[config.mk]
export PLATFORM = sky130hd
export DESIGN_NAME = patch_result_serializer
export DESIGN_NICKNAME = d
export VERILOG_FILES = /design/src/rtl/drum_pkg.sv /design/src/rtl/patch_frame_buffer.sv /design/src/rtl/patch_result_serializer.sv
export SDC_FILE = /design/constraint.sdc
export NUM_CORES = 1
export LEC_CHECK = 0
export CAP_MARGIN = 40
export CORE_AREA = 10 10 268 270
export CTS_CLUSTER_SIZE = 40
export DETAILED_ROUTE_END_ITERATION = 12
export DIE_AREA = 0 0 278 280
export PLACE_DENSITY = 0.73
export SLEW_MARGIN = 20
export SYNTH_ARGS = -nofsm -noshare
export SYNTH_HDL_FRONTEND = slang
export SYNTH_SLANG_ARGS = --single-unit
export TNS_END_PERCENT = 10
[constraint.sdc]
create_clock -name clock -period 11.2 [get_ports clock]
set_clock_uncertainty 0.05 [all_clocks]
set_input_delay 2.24 -clock clock [delete_from_list [all_inputs] [get_ports clock]]
set_output_delay 2.24 -clock clock [all_outputs]
set_load 0.02 [all_outputs]
[src/rtl/drum_pkg.sv]
// Shared types for the 4x4 drum patch: node and patch formats, read-side FSM
// states and the saturating magnitude used for peak tracking.
package drum_pkg;

    localparam int WIDTH = 18;
    localparam int N     = 4;

    typedef logic signed [WIDTH-1:0] node_t;
    typedef node_t [N-1:0][N-1:0]    patch_t;

    typedef enum logic {
        S_IDLE   = 1'b0,
        S_STREAM = 1'b1
    } rd_state_e;

    // The most negative node value has no positive twin; clamp it to the max.
    function automatic logic [WIDTH-2:0] abs_sat(input node_t x);
        logic [WIDTH-1:0] neg;
        neg = '0;
        if (x[WIDTH-1]) begin
            if (x[WIDTH-2:0] == '0) begin
                return '1;
            end
            neg = -x;
            return neg[WIDTH-2:0];
        end
        return x[WIDTH-2:0];
    endfunction

endpackage

[src/rtl/patch_frame_buffer.sv]
// Two-bank patch store with write/read pointers and occupancy. Captures arriving
// while both banks are full are dropped and counted.
module patch_frame_buffer #(
    parameter int WIDTH  = 18,
    parameter int N      = 4,
    parameter int DROP_W = 8
) (
    input  logic                             clk_i,
    input  logic                             rst_ni,
    input  logic                             capture_i,
    input  logic                             pop_i,
    input  logic [N-1:0][N-1:0][WIDTH-1:0]   patch_i,
    output logic [N-1:0][N-1:0][WIDTH-1:0]   nxt_patch_o,
    output logic [1:0]                       occ_nxt_o,
    output logic                             overflow_o,
    output logic [DROP_W-1:0]                drop_count_o
);
    import drum_pkg::*;

    logic [N-1:0][N-1:0][WIDTH-1:0] bank_q [2];
    logic              wp_q, wp_d, rp_q, rp_d;
    logic [1:0]        occ_q, occ_d;
    logic              overflow_q, overflow_d;
    logic [DROP_W-1:0] drop_q, drop_d;
    logic              wr_en, drop;

    always_comb begin
        // A full buffer still takes a capture when the reader frees a bank this cycle.
        wr_en      = capture_i && ((occ_q != 2'd2) || pop_i);
        drop       = capture_i && (occ_q == 2'd2) && !pop_i;
        wp_d       = wp_q ^ wr_en;
        rp_d       = rp_q ^ pop_i;
        occ_d      = occ_q + 2'(wr_en) - 2'(pop_i);
        overflow_d = overflow_q | drop;
        drop_d     = drop_q;
        if (drop && (drop_q != '1)) begin
            drop_d = drop_q + DROP_W'(1);
        end
        // Bypass so the reader sees a frame in the same edge it is written.
        nxt_patch_o = (wr_en && (wp_q == rp_d)) ? patch_i : bank_q[rp_d];
    end

    always_ff @(posedge clk_i or negedge rst_ni) begin
        if (!rst_ni) begin
            wp_q       <= 1'b0;
            rp_q       <= 1'b0;
            occ_q      <= 2'd0;
            overflow_q <= 1'b0;
            drop_q     <= '0;
        end else begin
            wp_q       <= wp_d;
            rp_q       <= rp_d;
            occ_q      <= occ_d;
            overflow_q <= overflow_d;
            drop_q     <= drop_d;
        end
    end

    always_ff @(posedge clk_i) begin
        if (wr_en) begin
            bank_q[wp_q] <= patch_i;
        end
    end

    assign occ_nxt_o    = occ_d;
    assign overflow_o   = overflow_q;
    assign drop_count_o = drop_q;

endmodule

[src/rtl/patch_result_serializer.sv]
// Captures solver patches on the falling edge of iter_flag and streams them out
// in raster order over valid/ready, tracking frame count and per-frame peak.
module patch_result_serializer #(
    parameter int WIDTH  = 18,
    parameter int N      = 4,
    parameter int DROP_W = 8
) (
    input  logic                                  clock,
    input  logic                                  reset,
    input  logic signed [N-1:0][N-1:0][WIDTH-1:0] u_2_mid,
    input  logic                                  iter_flag,
    output logic signed [WIDTH-1:0]               out_data,
    output logic [$clog2(N)-1:0]                  out_row,
    output logic [$clog2(N)-1:0]                  out_col,
    output logic                                  out_last,
    output logic                                  out_valid,
    input  logic                                  out_ready,
    output logic [15:0]                           frame_count,
    output logic [WIDTH-2:0]                      frame_peak,
    output logic                                  overflow,
    output logic [DROP_W-1:0]                     drop_count
);
    import drum_pkg::*;

    localparam int IW = $clog2(N);

    rd_state_e               state_q, state_d;
    logic                    iter_q;
    logic                    capture, accept, last_acc, load;
    logic [IW-1:0]           row_q, row_d, col_q, col_d;
    logic signed [WIDTH-1:0] data_q, data_d;
    logic                    last_q, last_d;
    logic [15:0]             fcnt_q, fcnt_d;
    logic [WIDTH-2:0]        peak_q, peak_d, run_q, run_d, beat_abs, run_max;
    logic [1:0]              occ_nxt;
    logic [N-1:0][N-1:0][WIDTH-1:0] nxt_patch;

    assign capture  = iter_q && !iter_flag;
    assign accept   = (state_q == S_STREAM) && out_ready;
    assign last_acc = accept && (row_q == IW'(N-1)) && (col_q == IW'(N-1));
    assign beat_abs = abs_sat(data_q);
    assign run_max  = (beat_abs > run_q) ? beat_abs : run_q;

    patch_frame_buffer #(
        .WIDTH  (WIDTH),
        .N      (N),
        .DROP_W (DROP_W)
    ) u_buf (
        .clk_i        (clock),
        .rst_ni       (reset),
        .capture_i    (capture),
        .pop_i        (last_acc),
        .patch_i      (u_2_mid),
        .nxt_patch_o  (nxt_patch),
        .occ_nxt_o    (occ_nxt),
        .overflow_o   (overflow),
        .drop_count_o (drop_count)
    );

    always_comb begin
        state_d = state_q;
        row_d   = row_q;
        col_d   = col_q;
        data_d  = data_q;
        last_d  = last_q;
        fcnt_d  = fcnt_q;
        peak_d  = peak_q;
        run_d   = run_q;
        load    = 1'b0;
        case (state_q)
            S_IDLE: begin
                if (occ_nxt != 2'd0) begin
                    state_d = S_STREAM;
                    row_d   = '0;
                    col_d   = '0;
                    load    = 1'b1;
                end
            end
            S_STREAM: begin
                if (accept) begin
                    run_d = run_max;
                    load  = 1'b1;
                    if (last_acc) begin
                        row_d  = '0;
                        col_d  = '0;
                        fcnt_d = fcnt_q + 16'd1;
                        peak_d = run_max;
                        run_d  = '0;
                        if (occ_nxt == 2'd0) begin
                            state_d = S_IDLE;
                            load    = 1'b0;
                        end
                    end else if (col_q == IW'(N-1)) begin
                        col_d = '0;
                        row_d = row_q + IW'(1);
                    end else begin
                        col_d = col_q + IW'(1);
                    end
                end
            end
            default: state_d = S_IDLE;
        endcase
        // Output beat is registered from the buffer's next-read view.
        if (load) begin
            data_d = nxt_patch[row_d][col_d];
            last_d = (row_d == IW'(N-1)) && (col_d == IW'(N-1));
        end else if (state_d == S_IDLE) begin
            data_d = '0;
            last_d = 1'b0;
        end
    end

    always_ff @(posedge clock or negedge reset) begin
        if (!reset) begin
            state_q <= S_IDLE;
            iter_q  <= 1'b0;
            row_q   <= '0;
            col_q   <= '0;
            data_q  <= '0;
            last_q  <= 1'b0;
            fcnt_q  <= '0;
            peak_q  <= '0;
            run_q   <= '0;
        end else begin
            state_q <= state_d;
            iter_q  <= iter_flag;
            row_q   <= row_d;
            col_q   <= col_d;
            data_q  <= data_d;
            last_q  <= last_d;
            fcnt_q  <= fcnt_d;
            peak_q  <= peak_d;
            run_q   <= run_d;
        end
    end

    assign out_valid   = (state_q == S_STREAM);
    assign out_data    = data_q;
    assign out_row     = row_q;
    assign out_col     = col_q;
    assign out_last    = last_q;
    assign frame_count = fcnt_q;
    assign frame_peak  = peak_q;

endmodule

Word level (Yosys, flattened, before mapping)
Memories as Yosys holds them, arrays and structs flattened. Cells that the tools add are included.

Memory bits (writable): 576. Output and inout bits: 66. Register bits: 88. Memories kept: 1. Logic and storage cells: 93. Input bits: 292.

Magnitude comparators: 3. Eq/ne operators: 9. Reductions and logical operators: 18. Add/sub/neg operators: 7. Bitwise gates (word level): 4. Muxes and demuxes: 37.

Memory list: u_buf.bank_q (depth 2, width 288, read ports 1, clocked after Yosys merged registers in 0, write ports 1, RTL line patch_frame_buffer.sv:20) `logic [N-1:0][N-1:0][WIDTH-1:0] bank_q [2];`.

Operators with widths (count): 2-to-1 mux 288 bit (1); binary-select mux 72 bit (select 2 bit) (1); 2-to-1 mux 17 bit (6); 2-to-1 mux 72 bit (1); 2-to-1 mux 18 bit (3); binary-select mux 18 bit (select 2 bit) (1); greater-than comparator 17 bit (1); zero test 17 bit (1); negator 17 bit (1); adder 16 x 1 -> 16 bit, second input constant (1); 2-to-1 mux 2 bit (8); 2-to-1 mux 1 bit (12); equality test 2 bit, second input constant (5); logical AND 1 bit (10); adder 8 x 1 -> 8 bit, second input constant (1); != test 8 bit, second input constant (1); one-hot mux 2 bit (2 select lines) (2); less-than comparator 2 x 3 -> 1 bit, second input constant (2); adder 2 x 1 -> 2 bit, second input constant (2); one-hot mux 1 bit (2 select lines) (2); AND reduction 3 bit (1); adder 2 x 1 -> 2 bit (1); zero test 1 bit (2); zero test 2 bit (1); 10 further kinds (11).

Depth between registers and ports, before layout
Word-level depth: 15. Depth in mapped cells: 19. Mapped depth without buffers: 17.

Hierarchy
A second synthesis with hierarchy kept.

Cells, all modules: 2538. Area, all modules: 31114.8 µm².

Modules (own cells, without submodules): patch_frame_buffer (instances 1, sequential area each 17621.9 µm², cells an instance 1885, area an instance 24926.4 µm²); patch_result_serializer (instances 1, sequential area each 1876.8 µm², cells an instance 653, area an instance 6188.4 µm²).

Worst setup path after synthesis
Ideal clock, no wire load.

Path type: in2reg. Start point: input port out_ready. End point: memory u_buf.bank_q[0][0] (netlist bit), enable pin. Data required time: 10.462 ns. Data arrival time: 9.375 ns. Buffers on the path: 0. Setup slack: 1.087 ns. Cell stages on the path: 5. Library setup time: 0.688 ns. Cell sequence: nand4_4 inv_4 nor2_1 nor2_1 ha_1.

Longest elaborated chain between the ends: 7.

RTL lines: start: declaration (RTL line patch_result_serializer.sv:17) `input logic out_ready,`; logical AND 1 bit (RTL line patch_result_serializer.sv:39) `assign accept = (state_q == S_STREAM) && out_ready;`; logical AND 1 bit (2 in series) (RTL line patch_result_serializer.sv:40) `assign last_acc = accept && (row_q == IW'(N-1)) && (col_q == IW'(N-1));`; logical OR 1 bit (RTL line patch_frame_buffer.sv:29) `wr_en = capture_i && ((occ_q != 2'd2) || pop_i);`; logical AND 1 bit (RTL line patch_frame_buffer.sv:29); 2-to-1 mux 1 bit (RTL line patch_frame_buffer.sv:60) `if (wr_en) begin`; 2-to-1 mux 1 bit (implied by the code) (RTL line patch_frame_buffer.sv:61) `bank_q[wp_q] <= patch_i;`; end: declaration (RTL line patch_frame_buffer.sv:20).

Every way passes these cells.

Worst setup path in the final report
Start point: input port out_ready. End point: register data_q[4], in the netlist out_data[4].

Longest elaborated chain between the ends: 15. Elaborated cells between the ends (all ways): 35. Classes of those cells: add/sub (2); eq/ne (2); mux (21); bitwise (1); reduce/logical (8); memory (1).

RTL lines: logical AND 1 bit (*) (RTL line patch_result_serializer.sv:39); logical AND 1 bit (*) (2 in series) (RTL line patch_result_serializer.sv:40); logical OR 1 bit (RTL line patch_frame_buffer.sv:29); logical AND 1 bit (RTL line patch_frame_buffer.sv:29); adder 2 x 1 -> 2 bit (RTL line patch_frame_buffer.sv:33) `occ_d = occ_q + 2'(wr_en) - 2'(pop_i);`; subtractor 2 x 1 -> 2 bit (*) (RTL line patch_frame_buffer.sv:33); via occ_nxt[1] (RTL line patch_result_serializer.sv:35) `logic [1:0] occ_nxt;`; nonzero test 2 bit (RTL line patch_result_serializer.sv:72) `if (occ_nxt != 2'd0) begin`; 2-to-1 mux 2 bit (RTL line patch_result_serializer.sv:72); one-hot mux 2 bit (2 select lines) (RTL line patch_result_serializer.sv:70) `case (state_q)`; binary-select mux 72 bit (select 2 bit) (RTL line patch_result_serializer.sv:105) `data_d = nxt_patch[row_d][col_d];`; 2-to-1 mux 72 bit (implied by the code) (RTL line patch_result_serializer.sv:105); binary-select mux 18 bit (select 2 bit) (RTL line patch_result_serializer.sv:105); 2-to-1 mux 18 bit (implied by the code) (RTL line patch_result_serializer.sv:105); 2-to-1 mux 18 bit (RTL line patch_result_serializer.sv:104) `if (load) begin`; end signal: assignment (RTL line patch_result_serializer.sv:129) `data_q <= data_d;`; end: declaration (RTL line patch_result_serializer.sv:31) `logic signed [WIDTH-1:0] data_q, data_d;`.

Mark *: on every way through the listed nets, which the timed path passes. The rest lies on a longest branch. The select of a mux whose other input is x is not followed. A chain may end at the register's enable or synchronous reset.

==> impl_metrics.toml <==
[status]
status = "complete, no violations"

[cts]
ctsResizeCount = 0
cts_hold_buf = 0
clkTransAtPathRegs_ns = 0.06
cts_made_buffers = 72
cts_root_buf = "clkbuf_16"
insertion_delay_ns = 0.62
cts_num_sinks = 664
postCtsSetupBuffers = 0
htree_levels = 3
cts_tree = "yes"
clockBufferDepth = 3

[grt]
grt_pass1_vias = 21750
grt_pass1_wl_mm = 138.7
grt_max_degree = 176
grt_use_total_pct = 23.21
grt-ovfl-total = 0
antenna_found_initial = 16

[setup_path]
r2r_start = "out_row[0]"
cp-end-kind = "flop"
crit_fanout = 158
r2r_end = "out_data[4]"
crit_family = "buffers and inverters"
slowest_stage = "clkdlybuf4s50_1"
cp.arrival_ns = 8.80
crit_chain = "clkdlybuf4s50_1, nand4_4, inv_4, nor2_1, nor2_1, ha_1, xor3_1, nor4b_1, nor2_4, buf_4, inv_8, buf_16, buf_12, mux2i_1, a32oi_1, a32oi_1, o211ai_1, o21bai_1"
slowest_delay_ns = 0.76
required_ns = 11.64
cp-start-kind = "input pin"
rr_worst_depth = 18
crit_type = "in -> reg"
critPathBufInv = 6
rrSetupSlack_ns = 4.22

[placement]
dp_slack_ns = 2.242
portBuffers = 357
dp_hpwl_mm = 64.70
finalWeightedCongestion = 0.9161

[die]
core_area_um2 = 66560
die_w_um = 278
rows = 95
ioPinCount = 358
start_util_pct = 44.53
die-area_um2 = 77840
die_y_um = 280

[timing]
worst_pin_slew_ns = 1.083
max_slew_margin_pct = 27.81
fmax_mhz = 119.6
final_hold_viol_count = 0
maxSlewViolCount = 0
finalWorstSetupSlack_ns = 2.841
hold_ws_ns = 0.4286
period_share_pct = 74.63
min_period_ns = 8.359
setup_violations = 0
final.setup.tns_ns = 0
grt_setup_unrepaired = "no"

[routing]
drt-initial-drc-count = 2569
dr.pass1.iters = 6
drc = 0
viasPerCell = 5.945
via_count = 22250
ant_nets = 0
routed_wirelength_mm = 94.63
wire_per_inst_um = 25.28

[layout]
drive_gt1_share_pct = 5.802
final_cell_mix = "668 x nand2_1, 576 x edfxtp_1, 356 x clkdlybuf4s50_1, 156 x nand3_1, 103 x mux2i_1"
area_growth_pct = 23.16
fillers = 5502
final_common_cell = "nand2_1"
fin_nets = 3126

[worst_hold_path]
worstHoldPathCells = 2
hold_end = "frame_peak[1]"
worst_hold_startpoint = "frame_peak[1]"
hp-class = "reg -> reg"

[synthesis]
postSynthCellCount = 2492
synth.distinct_cells = 68
ys_ff_latch = 664
synth-edff-count = 576
netlist_area_um2 = 29640
syn_avg_cell_area_um2 = 11.89
synth-main-ff-cell = "edfxtp_1"
yosysSeqAreaShare_pct = 65.78
ys_warn_count = 0
synthArstFlopShare_pct = 13.25
syn-num-nets = 2810

[flow_run]
cap_violations = 0

[pwr]
powerDensity_nw_per_um2 = 260.9
vdd_drop_max_v = 0.0001642
p_leak_nw = 13.07
==> logic make-up (layout without fill, tap and decap cells) <==
family / Yosys count / count (layout) / synth area share [%]
xor+xnor: 25 / 25 / 0.7893
buf+inv: 195 / 564 / 2.739
flops: 664 / 664 / 65.78
other cells: 0 / 9 / 0
simple gates: 1005 / 1005 / 14.74
mux: 108 / 108 / 3.668
fa+ha+maj: 26 / 26 / 1.098
compound gates: 469 / 469 / 11.18
==> how the worst max path moves through the flow <==
stage	startpoint	to	slack [ns]	cells past startpoint
detailed placement	out_ready	out_data[5]	2.24	17
floorplan	out_ready	u_buf.bank_q[0][0]	1.09	5
finish	out_ready	out_data[4]	2.84	18
global placement	out_ready	out_data[5]	2.47	17
global route	out_ready	out_data[5]	2.52	18
CTS	out_ready	out_data[5]	2.90	17
==> state kept, by name, summed over array words and instances (netlist names) <==
name and count:
out_last 1, frame_peak 17, out_row 2, u_buf.occ_q 2, out_data 18, u_buf.overflow_o 1, out_col 2, u_buf.rp_q 1
out_valid 1, u_buf.wp_q 1, frame_count 16, u_buf.bank_q 576, run_q 17, iter_q 1, u_buf.drop_count_o 8
==> per-stage QoR <==
| step | total power, W | utilization [%] | cells | cell area (um2) |
|---|---|---|---|---|
| 2_1_floorplan | 0.005867 | - | 2492 | 29640 |
| 3_3_place_gp | 0.007076 | 51.02 | 3591 | 33960 |
| 3_5_place_dp | 0.007276 | 51.44 | 3604 | 34240 |
| 4_1_cts | 0.009506 | 54.68 | 3731 | 36400 |
| 5_1_grt | 0.009987 | 54.83 | 3740 | 36500 |
| 6_report | 0.009523 | 54.84 | 3743 | 36510 |
==> layer usage <==
metal | vias up | part of all wire (%) | global-route usage [%]
li1 | 9902 | - | -
met1 | 11050 | 39 | 29.57
met2 | 1137 | 49 | 38.20
met3 | 150 | 9.3 | 5.522
met4 | 16 | 3.0 | 8.220
met5 | - | 0.12 | 0
==> cell usage after synthesis, types with 17 or more instances <==
cell,number,area (um2)
a21oi_1,84,420.4
a22o_1,21,183.9
a22oi_1,20,150.1
a31oi_1,96,600.6
a32o_1,18,180.2
a32oi_1,67,586.8
buf_2,26,130.1
clkbuf_1,115,431.7
dfrtp_1,88,2202
edfxtp_1,576,17300
ha_1,26,325.3
inv_1,31,116.4
mux2i_1,103,1031
nand2_1,669,2511
nand2b_1,63,394.1
nand3_1,156,780.8
nor2_1,41,153.9
o21ai_0,51,255.2
xnor2_1,17,148.9
==> worst register-to-register path: cells and delay by family (launching register included) <==
family	cells	cell delay, ns
multiplexers	1	0.40
AO/OA/AOI/OAI	4	1.17
AND/OR/NAND/NOR	5	1.51
flip-flops	1	0.62
XOR/XNOR	1	0.37
adder cells (fa/ha/maj)	2	0.67
buffers and inverters	5	2.10
==> area by class of cell <==
type                            count  area (um2)  share of cell area (%)
Clock inverter                     30       224.0                  0.6135
Timing Repair Buffer              401        4179                   11.45
Sequential cell                   664       19500                   53.41
Tap cell                          873        1092                   2.992
Antenna cell                        9       22.52                 0.06169
Inverter                           36       145.1                  0.3976
Clock buffer                       97        1937                   5.306
Multi-Input combinational cell   1633        9407                   25.77
==> where the power goes <==
| part | internal [W] | switching (W) |
|---|---|---|
| Sequential | 0.00311 | 0.000239 |
| Clock | 0.00126 | 0.000964 |
| Combinational | 0.00140 | 0.00254 |
| Total | 0.00578 | 0.00375 |
No activity file was read; power rests on OpenSTA's default activity.
